[src/rtl/vx_wctl_mp_unit_pkg.sv]
// Shared types and sizing for the multi-packet warp-control unit.
// Optional performance counters are enabled with the WCTL_PERF_EN macro.
package vx_wctl_mp_unit_pkg;

  function automatic int up(input int x);
    return (x > 0) ? x : 1;
  endfunction

  localparam int NUM_THREADS      = 4;
  localparam int NUM_WARPS        = 4;
  localparam int NW_BITS          = $clog2(NUM_WARPS);
  localparam int NW_WIDTH         = up(NW_BITS);
  localparam int XLEN             = 32;
  localparam int INST_SFU_BITS    = 4;
  localparam int NUM_BARRIERS_DEF = 4;
  localparam int NB_WIDTH         = up($clog2(NUM_BARRIERS_DEF));
  localparam int LANE_BITS        = $clog2(NUM_THREADS);
  localparam int PID_WIDTH        = up(LANE_BITS);

  typedef enum logic [INST_SFU_BITS-1:0] {
    SFU_TMC    = 4'd0,
    SFU_WSPAWN = 4'd1,
    SFU_SPLIT  = 4'd2,
    SFU_JOIN   = 4'd3,
    SFU_BAR    = 4'd4,
    SFU_PRED   = 4'd5
  } sfu_op_e;

  typedef struct packed {
    logic                   valid;
    logic [NUM_THREADS-1:0] tmask;
  } tmc_t;

  typedef struct packed {
    logic                 valid;
    logic [NUM_WARPS-1:0] wmask;
    logic [XLEN-1:0]      pc;
  } wspawn_t;

  typedef struct packed {
    logic                   valid;
    logic                   is_dvg;
    logic [NUM_THREADS-1:0] then_tmask;
    logic [NUM_THREADS-1:0] else_tmask;
    logic [XLEN-1:0]        next_pc;
  } split_t;

  typedef struct packed {
    logic valid;
    logic is_dvg;
  } join_t;

  typedef struct packed {
    logic                valid;
    logic [NB_WIDTH-1:0] id;
    logic [NW_WIDTH-1:0] size_m1;
  } barrier_t;

  typedef struct packed {
    tmc_t     tmc;
    wspawn_t  wspawn;
    split_t   split;
    join_t    sjoin;
    barrier_t barrier;
  } wctl_cmd_t;

endpackage

[src/rtl/vx_wctl_mp_unit_bar_table.sv]
// Local barrier table: counts arrivals per id and emits a one-cycle release wmask.
// With WCTL_PERF_EN defined, also reports whether any barrier is partially filled.
module vx_wctl_mp_unit_bar_table
  import vx_wctl_mp_unit_pkg::*;
#(
  parameter int NUM_BARRIERS = NUM_BARRIERS_DEF
) (
  input  logic                 clk,
  input  logic                 reset,
  input  logic                 arr_valid,
  input  logic [NB_WIDTH-1:0]  arr_id,
  input  logic [NW_WIDTH-1:0]  arr_size_m1,
  input  logic [NW_WIDTH-1:0]  arr_wid,
  output logic                 rel_valid,
  output logic [NUM_WARPS-1:0] rel_wmask
`ifdef WCTL_PERF_EN
  ,
  output logic                 busy
`endif
);

  logic [NW_WIDTH-1:0]  count [NUM_BARRIERS];
  logic [NUM_WARPS-1:0] wmask [NUM_BARRIERS];

  logic                 id_ok;
  logic [NB_WIDTH-1:0]  idx;
  logic [NUM_WARPS-1:0] wid_bit;

  assign id_ok   = int'(arr_id) < NUM_BARRIERS;
  assign idx     = id_ok ? arr_id : '0;
  assign wid_bit = NUM_WARPS'(1) << arr_wid;

  always_ff @(posedge clk or posedge reset) begin
    if (reset) begin
      rel_valid <= 1'b0;
      rel_wmask <= '0;
      for (int b = 0; b < NUM_BARRIERS; b++) begin
        count[b] <= '0;
        wmask[b] <= '0;
      end
    end else begin
      rel_valid <= 1'b0;
      // A warp already recorded at this barrier is a repeat arrival and is ignored.
      if (arr_valid && id_ok && !wmask[idx][arr_wid]) begin
        if (count[idx] == arr_size_m1) begin
          rel_valid  <= 1'b1;
          rel_wmask  <= wmask[idx] | wid_bit;
          count[idx] <= '0;
          wmask[idx] <= '0;
        end else begin
          if (count[idx] != NW_WIDTH'(NUM_WARPS - 1))
            count[idx] <= count[idx] + 1'b1;
          wmask[idx] <= wmask[idx] | wid_bit;
        end
      end
    end
  end

`ifdef WCTL_PERF_EN
  always_comb begin
    busy = 1'b0;
    for (int b = 0; b < NUM_BARRIERS; b++)
      if (count[b] != '0) busy = 1'b1;
  end
`endif

endmodule

[src/rtl/vx_wctl_mp_unit.sv]
// Multi-packet warp-control execute unit: per-warp split accumulators, buffered output.
// Defining WCTL_PERF_EN adds three wrapping 32-bit performance counters.
module vx_wctl_mp_unit
  import vx_wctl_mp_unit_pkg::*;
#(
  parameter int NUM_LANES    = 1,
  parameter int NUM_BARRIERS = NUM_BARRIERS_DEF,
  parameter int OUT_DEPTH    = 2
) (
  input  logic                          clk,
  input  logic                          reset,
  input  logic                          in_valid,
  output logic                          in_ready,
  input  logic [NW_WIDTH-1:0]           in_wid,
  input  logic [INST_SFU_BITS-1:0]      in_op,
  input  logic [NUM_LANES-1:0]          in_tmask,
  input  logic [PID_WIDTH-1:0]          in_pid,
  input  logic                          in_sop,
  input  logic                          in_eop,
  input  logic [XLEN-1:0]               in_pc,
  input  logic [up(LANE_BITS)-1:0]      in_tid,
  input  logic [NUM_LANES*XLEN-1:0]     in_rs1,
  input  logic [NUM_LANES*XLEN-1:0]     in_rs2,
  output logic                          out_valid,
  input  logic                          out_ready,
  output logic [NW_WIDTH-1:0]           out_wid,
  output logic [PID_WIDTH-1:0]          out_pid,
  output logic                          out_sop,
  output logic                          out_eop,
  output logic [NUM_LANES*XLEN-1:0]     out_data,
  output logic                          ctl_valid,
  output logic [NW_WIDTH-1:0]           ctl_wid,
  output logic [$bits(wctl_cmd_t)-1:0]  ctl_cmd,
  output logic                          bar_rel_valid,
  output logic [NUM_WARPS-1:0]          bar_rel_wmask
`ifdef WCTL_PERF_EN
  ,
  output logic [31:0]                   perf_split_dvg_o,
  output logic [31:0]                   perf_bar_wait_o,
  output logic [31:0]                   perf_stall_o
`endif
);

  localparam int PTR_W = up($clog2(OUT_DEPTH));
  localparam int CNT_W = $clog2(OUT_DEPTH + 1);

  typedef struct packed {
    logic [NW_WIDTH-1:0]  wid;
    logic [PID_WIDTH-1:0] pid;
    logic                 sop;
    logic                 eop;
    logic                 is_dvg;
    wctl_cmd_t            cmd;
  } entry_t;

  logic [NUM_THREADS-1:0] then_acc [NUM_WARPS];
  logic [NUM_THREADS-1:0] else_acc [NUM_WARPS];
  logic [NUM_THREADS-1:0] then_nxt, else_nxt;
  logic [NUM_LANES-1:0]   taken;
  logic [XLEN-1:0]        rs1_tid, rs2_tid, rs2_m1;
  wctl_cmd_t              cmd;
  entry_t                 in_entry, head;
  logic                   push, pop, full;

  assign rs1_tid = in_rs1[int'(in_tid)*XLEN +: XLEN];
  assign rs2_tid = in_rs2[int'(in_tid)*XLEN +: XLEN];
  assign rs2_m1  = rs2_tid - 1'b1;

  // NOTE: every variable assigned in always_comb gets a default first, so no latch is inferred.
  always_comb begin
    then_nxt = in_sop ? '0 : then_acc[in_wid];
    else_nxt = in_sop ? '0 : else_acc[in_wid];
    for (int l = 0; l < NUM_LANES; l++) taken[l] = in_rs1[l*XLEN];
    then_nxt[int'(in_pid)*NUM_LANES +: NUM_LANES] = taken & in_tmask;
    else_nxt[int'(in_pid)*NUM_LANES +: NUM_LANES] = ~taken & in_tmask;

    cmd = '0;
    if (in_eop) begin
      case (sfu_op_e'(in_op))
        SFU_TMC: begin
          cmd.tmc.valid = 1'b1;
          cmd.tmc.tmask = rs1_tid[NUM_THREADS-1:0];
        end
        SFU_PRED: begin
          cmd.tmc.valid = 1'b1;
          cmd.tmc.tmask = (then_nxt != '0) ? then_nxt : rs2_tid[NUM_THREADS-1:0];
        end
        SFU_SPLIT: begin
          cmd.split.valid      = 1'b1;
          cmd.split.is_dvg     = (then_nxt != '0) && (else_nxt != '0);
          cmd.split.then_tmask = then_nxt;
          cmd.split.else_tmask = else_nxt;
          cmd.split.next_pc    = in_pc + XLEN'(4);
        end
        SFU_JOIN: begin
          cmd.sjoin.valid  = 1'b1;
          cmd.sjoin.is_dvg = rs1_tid[0];
        end
        SFU_WSPAWN: begin
          cmd.wspawn.valid = 1'b1;
          cmd.wspawn.pc    = rs2_tid;
          for (int w = 0; w < NUM_WARPS; w++)
            cmd.wspawn.wmask[w] = (w < int'(rs1_tid[NW_BITS:0])) && (w != int'(in_wid));
        end
        SFU_BAR: begin
          cmd.barrier.valid   = 1'b1;
          cmd.barrier.id      = rs1_tid[NB_WIDTH-1:0];
          cmd.barrier.size_m1 = rs2_m1[NW_WIDTH-1:0];
        end
        default: ;
      endcase
    end
  end

  assign in_entry = '{wid: in_wid, pid: in_pid, sop: in_sop, eop: in_eop,
                      is_dvg: cmd.split.is_dvg, cmd: cmd};

  assign push = in_valid && in_ready;
  assign pop  = out_valid && out_ready;

  always_ff @(posedge clk or posedge reset) begin
    if (reset) begin
      for (int w = 0; w < NUM_WARPS; w++) begin
        then_acc[w] <= '0;
        else_acc[w] <= '0;
      end
    end else if (push) begin
      then_acc[in_wid] <= then_nxt;
      else_acc[in_wid] <= else_nxt;
    end
  end

  // Output elastic buffer: a full buffer refuses input even while draining.
  entry_t            mem [OUT_DEPTH];
  logic [PTR_W-1:0]  wr_ptr, rd_ptr;
  logic [CNT_W-1:0]  count;

  assign full      = (count == CNT_W'(OUT_DEPTH));
  assign in_ready  = !full;
  assign out_valid = (count != '0);
  assign head      = mem[rd_ptr];

  // NOTE: payload storage has no reset; the cleared count already marks every slot empty.
  always_ff @(posedge clk) begin
    if (push) mem[wr_ptr] <= in_entry;
  end

  always_ff @(posedge clk or posedge reset) begin
    if (reset) begin
      wr_ptr <= '0;
      rd_ptr <= '0;
      count  <= '0;
    end else begin
      if (push) wr_ptr <= (wr_ptr == PTR_W'(OUT_DEPTH - 1)) ? '0 : wr_ptr + 1'b1;
      if (pop)  rd_ptr <= (rd_ptr == PTR_W'(OUT_DEPTH - 1)) ? '0 : rd_ptr + 1'b1;
      if (push && !pop)      count <= count + 1'b1;
      else if (pop && !push) count <= count - 1'b1;
    end
  end

  assign out_wid   = head.wid;
  assign out_pid   = head.pid;
  assign out_sop   = head.sop;
  assign out_eop   = head.eop;
  assign ctl_valid = pop && head.eop;
  assign ctl_wid   = head.wid;
  assign ctl_cmd   = head.cmd;

  always_comb begin
    out_data = '0;
    for (int l = 0; l < NUM_LANES; l++) out_data[l*XLEN] = head.is_dvg;
  end

`ifdef WCTL_PERF_EN
  logic bar_busy;
`endif

  vx_wctl_mp_unit_bar_table #(
    .NUM_BARRIERS (NUM_BARRIERS)
  ) u_bar_table (
    .clk         (clk),
    .reset       (reset),
    .arr_valid   (ctl_valid && head.cmd.barrier.valid),
    .arr_id      (head.cmd.barrier.id),
    .arr_size_m1 (head.cmd.barrier.size_m1),
    .arr_wid     (head.wid),
    .rel_valid   (bar_rel_valid),
    .rel_wmask   (bar_rel_wmask)
`ifdef WCTL_PERF_EN
    ,
    .busy        (bar_busy)
`endif
  );

`ifdef WCTL_PERF_EN
  always_ff @(posedge clk or posedge reset) begin
    if (reset) begin
      perf_split_dvg_o <= '0;
      perf_bar_wait_o  <= '0;
      perf_stall_o     <= '0;
    end else begin
      if (ctl_valid && head.cmd.split.valid && head.cmd.split.is_dvg)
        perf_split_dvg_o <= perf_split_dvg_o + 1'b1;
      if (bar_busy)
        perf_bar_wait_o <= perf_bar_wait_o + 1'b1;
      if (in_valid && !in_ready)
        perf_stall_o <= perf_stall_o + 1'b1;
    end
  end
`endif

endmodule

[config.mk]
export PLATFORM = sky130hd
export DESIGN_NAME = vx_wctl_mp_unit
export DESIGN_NICKNAME = d
export VERILOG_FILES = /design/src/rtl/vx_wctl_mp_unit_pkg.sv /design/src/rtl/vx_wctl_mp_unit_bar_table.sv /design/src/rtl/vx_wctl_mp_unit.sv
export SDC_FILE = /design/constraint.sdc
export NUM_CORES = 1
export LEC_CHECK = 0
export CORE_MARGIN = 8
export CORE_UTILIZATION = 52
export CTS_BUF_LIST = sky130_fd_sc_hd__clkbuf_16
export CTS_CLUSTER_DIAMETER = 60
export CTS_CLUSTER_SIZE = 14
export DETAILED_ROUTE_END_ITERATION = 8
export HOLD_SLACK_MARGIN = 0.03
export PLACE_DENSITY_LB_ADDON = 0.08
export SKIP_CTS_REPAIR_TIMING = 1
export SYNTH_ARGS = -nofsm -noshare
export SYNTH_HDL_FRONTEND = slang
export SYNTH_SLANG_ARGS = --single-unit
[constraint.sdc]
create_clock -name clk -period 11.5 [get_ports clk]
set_input_delay 2.875 -clock clk [delete_from_list [all_inputs] [get_ports clk]]
set_output_delay 2.875 -clock clk [all_outputs]
set_load 0.01 [all_outputs]
# Word-level counts from Yosys, hierarchy flattened
# Memories as Yosys holds them, arrays and structs flattened.
# Index checks and enable logic that the tools add are counted.
# classes
n_lt_le_gt_ge	9
muxes	46
n_bitwise	10
n_eq_ne	11
n_mul	0
shifts	6
n_reduce_logical	27
n_div	0
n_addsub	8
# ops
cell	n
$mux 91	1
$shiftx 1x33->4	2
$bwmux 16	3
$mux 4	11
$mux 42	1
$mux 37	1
$neg 2->33	1
$shift 1x33->4 const A	1
$add 32x3->32 const B	1
$shiftx 32x8->32	1
$shiftx 32x8->4	1
$bmux 4 s2	3
$and 16x16->16	1
$demux 4 s2	2
$mux 16	1
$mux 8	2
$not 16->16	1
$logic_and 1x1->1	14
$mux 2	6
$pmux 5 s2	1
$and 8x8->8	1
$bwmux 4	2
$bwmux 8	1
$eq 4x2->1 const B	2
31 further kinds	56
# word_totals
out_inout_bits	139
word_cells	139
ram_bits	196
rom_bits	0
register_bits	65
latchBits	0
n_memories	1
input_bits	113
# mem_list
name	depth	word_bits	rd	rd_clocked_by_memory_dff	write_ports	line	rtl
mem	2	98	1	0	1	vx_wctl_mp_unit.sv:134	entry_t mem [OUT_DEPTH];

# Logic depth before layout (Yosys ltp)
# depth
word_depth	10
ltp_mapped	9
mapped_depth_nobuf	8

# Modules after synthesis
# A second synthesis with hierarchy kept.
# unflattened
hier_cells	849
hier_area_um2	11857.6
# by_module_without_submodules
module	area_each_um2	cells_each	n_inst
vx_wctl_mp_unit	10279.9	736	1
vx_wctl_mp_unit_bar_table	1577.8	113	1

# Worst setup path before layout
# OpenSTA, ideal clock, no wires.
# synth_path
kind	input -> register
startpoint	input port in_valid
endpoint	memory mem[0][0] (netlist bit) (enable)
stages	3
setup_slack_ns	3.414
arrival_ns	7.521
n_path_buf	1
path_cell_list	and2_1 clkbuf_1 nor2b_1
# synth_via
elab_chain_len	3
# synth_lines
item	line	rtl
start: declaration	vx_wctl_mp_unit.sv:12	input logic in_valid,
$logic_and 1x1->1	vx_wctl_mp_unit.sv:118	assign push = in_valid && in_ready;
via push	vx_wctl_mp_unit.sv:63	logic push, pop, full;
$mux 1	vx_wctl_mp_unit.sv:145	if (push) mem[wr_ptr] <= in_entry;
$mux 1 (implied by the code)	vx_wctl_mp_unit.sv:145	
end: declaration	vx_wctl_mp_unit.sv:134	
# The timed path passes the listed nets, and every way through them passes these cells.

# Worst setup path after layout
# layout_path
startpoint	input port out_ready
endpoint	output port ctl_valid
# layout_via
elab_chain_len	2
# layout_lines
item	line	rtl
start: declaration	vx_wctl_mp_unit.sv:25	input logic out_ready,
$logic_and 1x1->1	vx_wctl_mp_unit.sv:119	assign pop = out_valid && out_ready;
$logic_and 1x1->1	vx_wctl_mp_unit.sv:165	assign ctl_valid = pop && head.eop;
end: declaration	vx_wctl_mp_unit.sv:31	output logic ctl_valid,
# No other way between the ends.

==> impl_metrics.toml <==
[timing]
hold_viol = 0
finalSetupTns_ps = 0
finalSetupViolCount = 0
min_period_over_period_pct = 60.3
period_needed_ps = 6940
worst_pin_slew_ps = 1100
rsz0062_at_grt = "false"
fmax_ghz = 0.144
final-max-slew-violation-count = 0
maxSlewHeadroom_pct = 26.5
fin_skew_ps = 15.6
hold_ws_ps = 478
setup_ws_ps = 4560

[critical_path]
cp-end-kind = "output pin"
worstSetupPathType = "in2out"
crit_chain = "clkdlybuf4s50_1, and3_1, clkdlybuf4s50_1"
rrSetupSlack_ps = 7970
critical-path-slowest-cell = "clkdlybuf4s50_1"
cp-start-kind = "primary input"
arrival_ps = 4060
crit_buf_inv = 2
critPathTopFamily = "buffers and inverters"
critPathMaxStageDelay_ps = 530
required_ps = 8630
critPathMaxFanout = 3
cp_common_cell = "clkdlybuf4s50_1"

[yosys]
ys_types = 53
synth_seq_cells = 259
netlist_instances = 848
synthFlopType = "edfxtp_1"
seq_area_frac_synth_pct = 63.3
postSynth.asyncResetShare_pct = 25.1
synth-edff-count = 194
synth.cell_area_sq_um = 11800
yosysWarnings = 0
synth_area_per_cell_sq_um = 13.9

[cts]
numCtsBuffers = 25
clock_latency_ps = 520
path_clk_slew_ps = 60
cts.path.max_buffers = 3
cts-root-buf = "clkbuf_16"
h-tree-depth = 1
cts_sinks = 259
cts_tree = "done"

[drt]
avgViaCountPerCell = 5.39
drtPass1Iterations = 4
drtAntennaViolNets = 0
via_count = 7229
routedWlPerCell_um = 19.5
routed_wl_um = 26200
drtIter0Drc = 474
drcViolationCount = 0

[outcome]
status = "complete, no violations"

[die]
io_pins = 252
dieArea_sq_um = 27700
chipHeight_um = 166
initial_core_util_pct = 52.5
rows = 55
design.core.area_sq_um = 22400
die-width_um = 166

[placed_design]
place_ws_ps = 4560
placed_area_sq_um = 13800
io_buffer_count = 192
dp_cells = 1295
dp_hpwl_um = 17900
routabilityCongestion = 0.834

[grt]
first_global_vias = 7363
grt_pass1_wl_um = 41600
gr-total-overflow = 0
antenna_found_initial = 0
grt_usage_pct = 18.6
grt_max_degree = 78

[pwr]
p_per_area_nw_per_um2 = 228
irDropWorstVdd_mv = 0.121
p_leak_nw = 5.62

[finish]
nets = 1158
drive_gt1_share_pct = 18.0
fin_cells = 1341
area_growth_pct = 24.4
fin_area_sq_um = 14600
diodes = 0

[min_path]
hold_class = "reg2reg"

[job]
drv_cap = 0
-- cells by family (layout without fill, tap and decap cells) --
kind of cell	count (synthesis)	count (layout)	share of synthesized area [%]
buffers and inverters	88	266	4.04
adder cells (fa/ha/maj)	8	8	0.850
AND/OR/NAND/NOR	247	247	10.5
other	1	31	0.0318
multiplexers	135	135	14.5
XOR/XNOR	37	37	2.75
AO/OA/AOI/OAI	73	73	4.02
flip-flops	259	259	63.3
-- power breakdown --
group | total, mW | internal [mW] | switching (mW)
Clock | 0.806 | 0.457 | 0.349
Combinational | 1.18 | 0.618 | 0.566
Sequential | 1.35 | 1.24 | 0.108
-- metrics by stage --
stage               power [mW]  utilization (%)
floorplan                 2.04                -
global placement          2.56             61.7
detailed placement        2.57             61.7
global route              3.51             65.3
finish                    3.34             65.3
CTS                       3.38             65.3
-- registers in the layout, indices dropped and copies added, names as in the netlist --
register	cells
count	2
else_acc	16
mem	194
rd_ptr	1
then_acc	16
u_bar_table.count	8
u_bar_table.rel_valid	1
u_bar_table.rel_wmask	4
u_bar_table.wmask	16
wr_ptr	1
-- final timing paths --
check	from	endpoint	cells past startpoint
max	out_ready	ctl_valid	3
max in group asynchronous	reset	rd_ptr	3
min in group asynchronous	reset	count[1]	3
min	else_acc[4]	else_acc[4]	2
max reg2reg	rd_ptr	u_bar_table.rel_wmask[0]	7
min reg2reg	else_acc[4]	else_acc[4]	2
-- final cells by class --
type                            instances  area (sq um)
Sequential cell                       259          7460
Inverter                               22          85.1
Timing Repair Buffer                  198          1970
Multi-Input combinational cell        531          3980
Clock buffer                           26           651
Fill cell                            1736          7790
Clock inverter                         20           153
Tap cell                              285           357
-- cells in the final DEF (no fill, tap or decap), types with 3 or more instances in the layout --
cell             count
edfxtp_1           194
clkdlybuf4s50_1    192
mux2_2             111
dfrtp_1             64
nand2_1             63
nor2_1              63
and3_1              40
o21ai_0             36
conb_1              31
inv_1               28
xor2_1              26
clkbuf_16           26
nand3_1             16
mux4_2              14
xnor2_1             11
nor3_1              11
and2_1              10
nand4_1             10
nor2b_1              8
ha_1                 8
a21oi_1              7
buf_4                6
mux2i_1              5
o22ai_1              5
a22oi_1              4
a32oi_1              4
or2_2                4
o2bb2ai_1            4
a41oi_1              4
nand2b_1             3
and4_1               3
inv_2                3
or3_1                3
inv_6                3
-- per-layer routing --
layer	GRT usage [%]	vias up	routed length, um
li1	-	3442	-
met1	24.1	3544	11200
met2	30.4	208	12600
met3	5.32	35	1860
met4	4.62	0	513
met5	0	-	0
-- worst reg2reg max path, delay by kind of cell, from the launching register on --
| family | cells | cell delay, ps |
|---|---|---|
| muxes | 3 | 1390 |
| DFF | 1 | 1010 |
| and+or+nand+nor | 2 | 640 |
| xor gates and xnor gates | 1 | 190 |
| buffers and inverters | 1 | 180 |
-- Yosys cell counts (all sizes together) (4+ instances only) --
cell       n  area, sq um
a41oi      4         35.0
and2      10         62.6
a32oi      4         35.0
nand4     11         75.1
a22oi      6         63.8
or2        4         25.0
clkbuf    30          113
nand2     63          236
buf       36          278
nor2b      9         56.3
dfrtp     65         1630
o22ai      5         31.3
mux2i      7         86.3
ha         8          100
nand3     17         90.1
and3      41          257
a21oi      7         35.0
mux2     113         1280
o21ai     36          180
nor2      66          263
nor3      12         71.3
edfxtp   194         5830
mux4      15          342
inv       22         85.1
xor2      26          228
o2bb2ai    4         35.0
xnor2     11         96.3
Power figures use the tool's default switching activity.
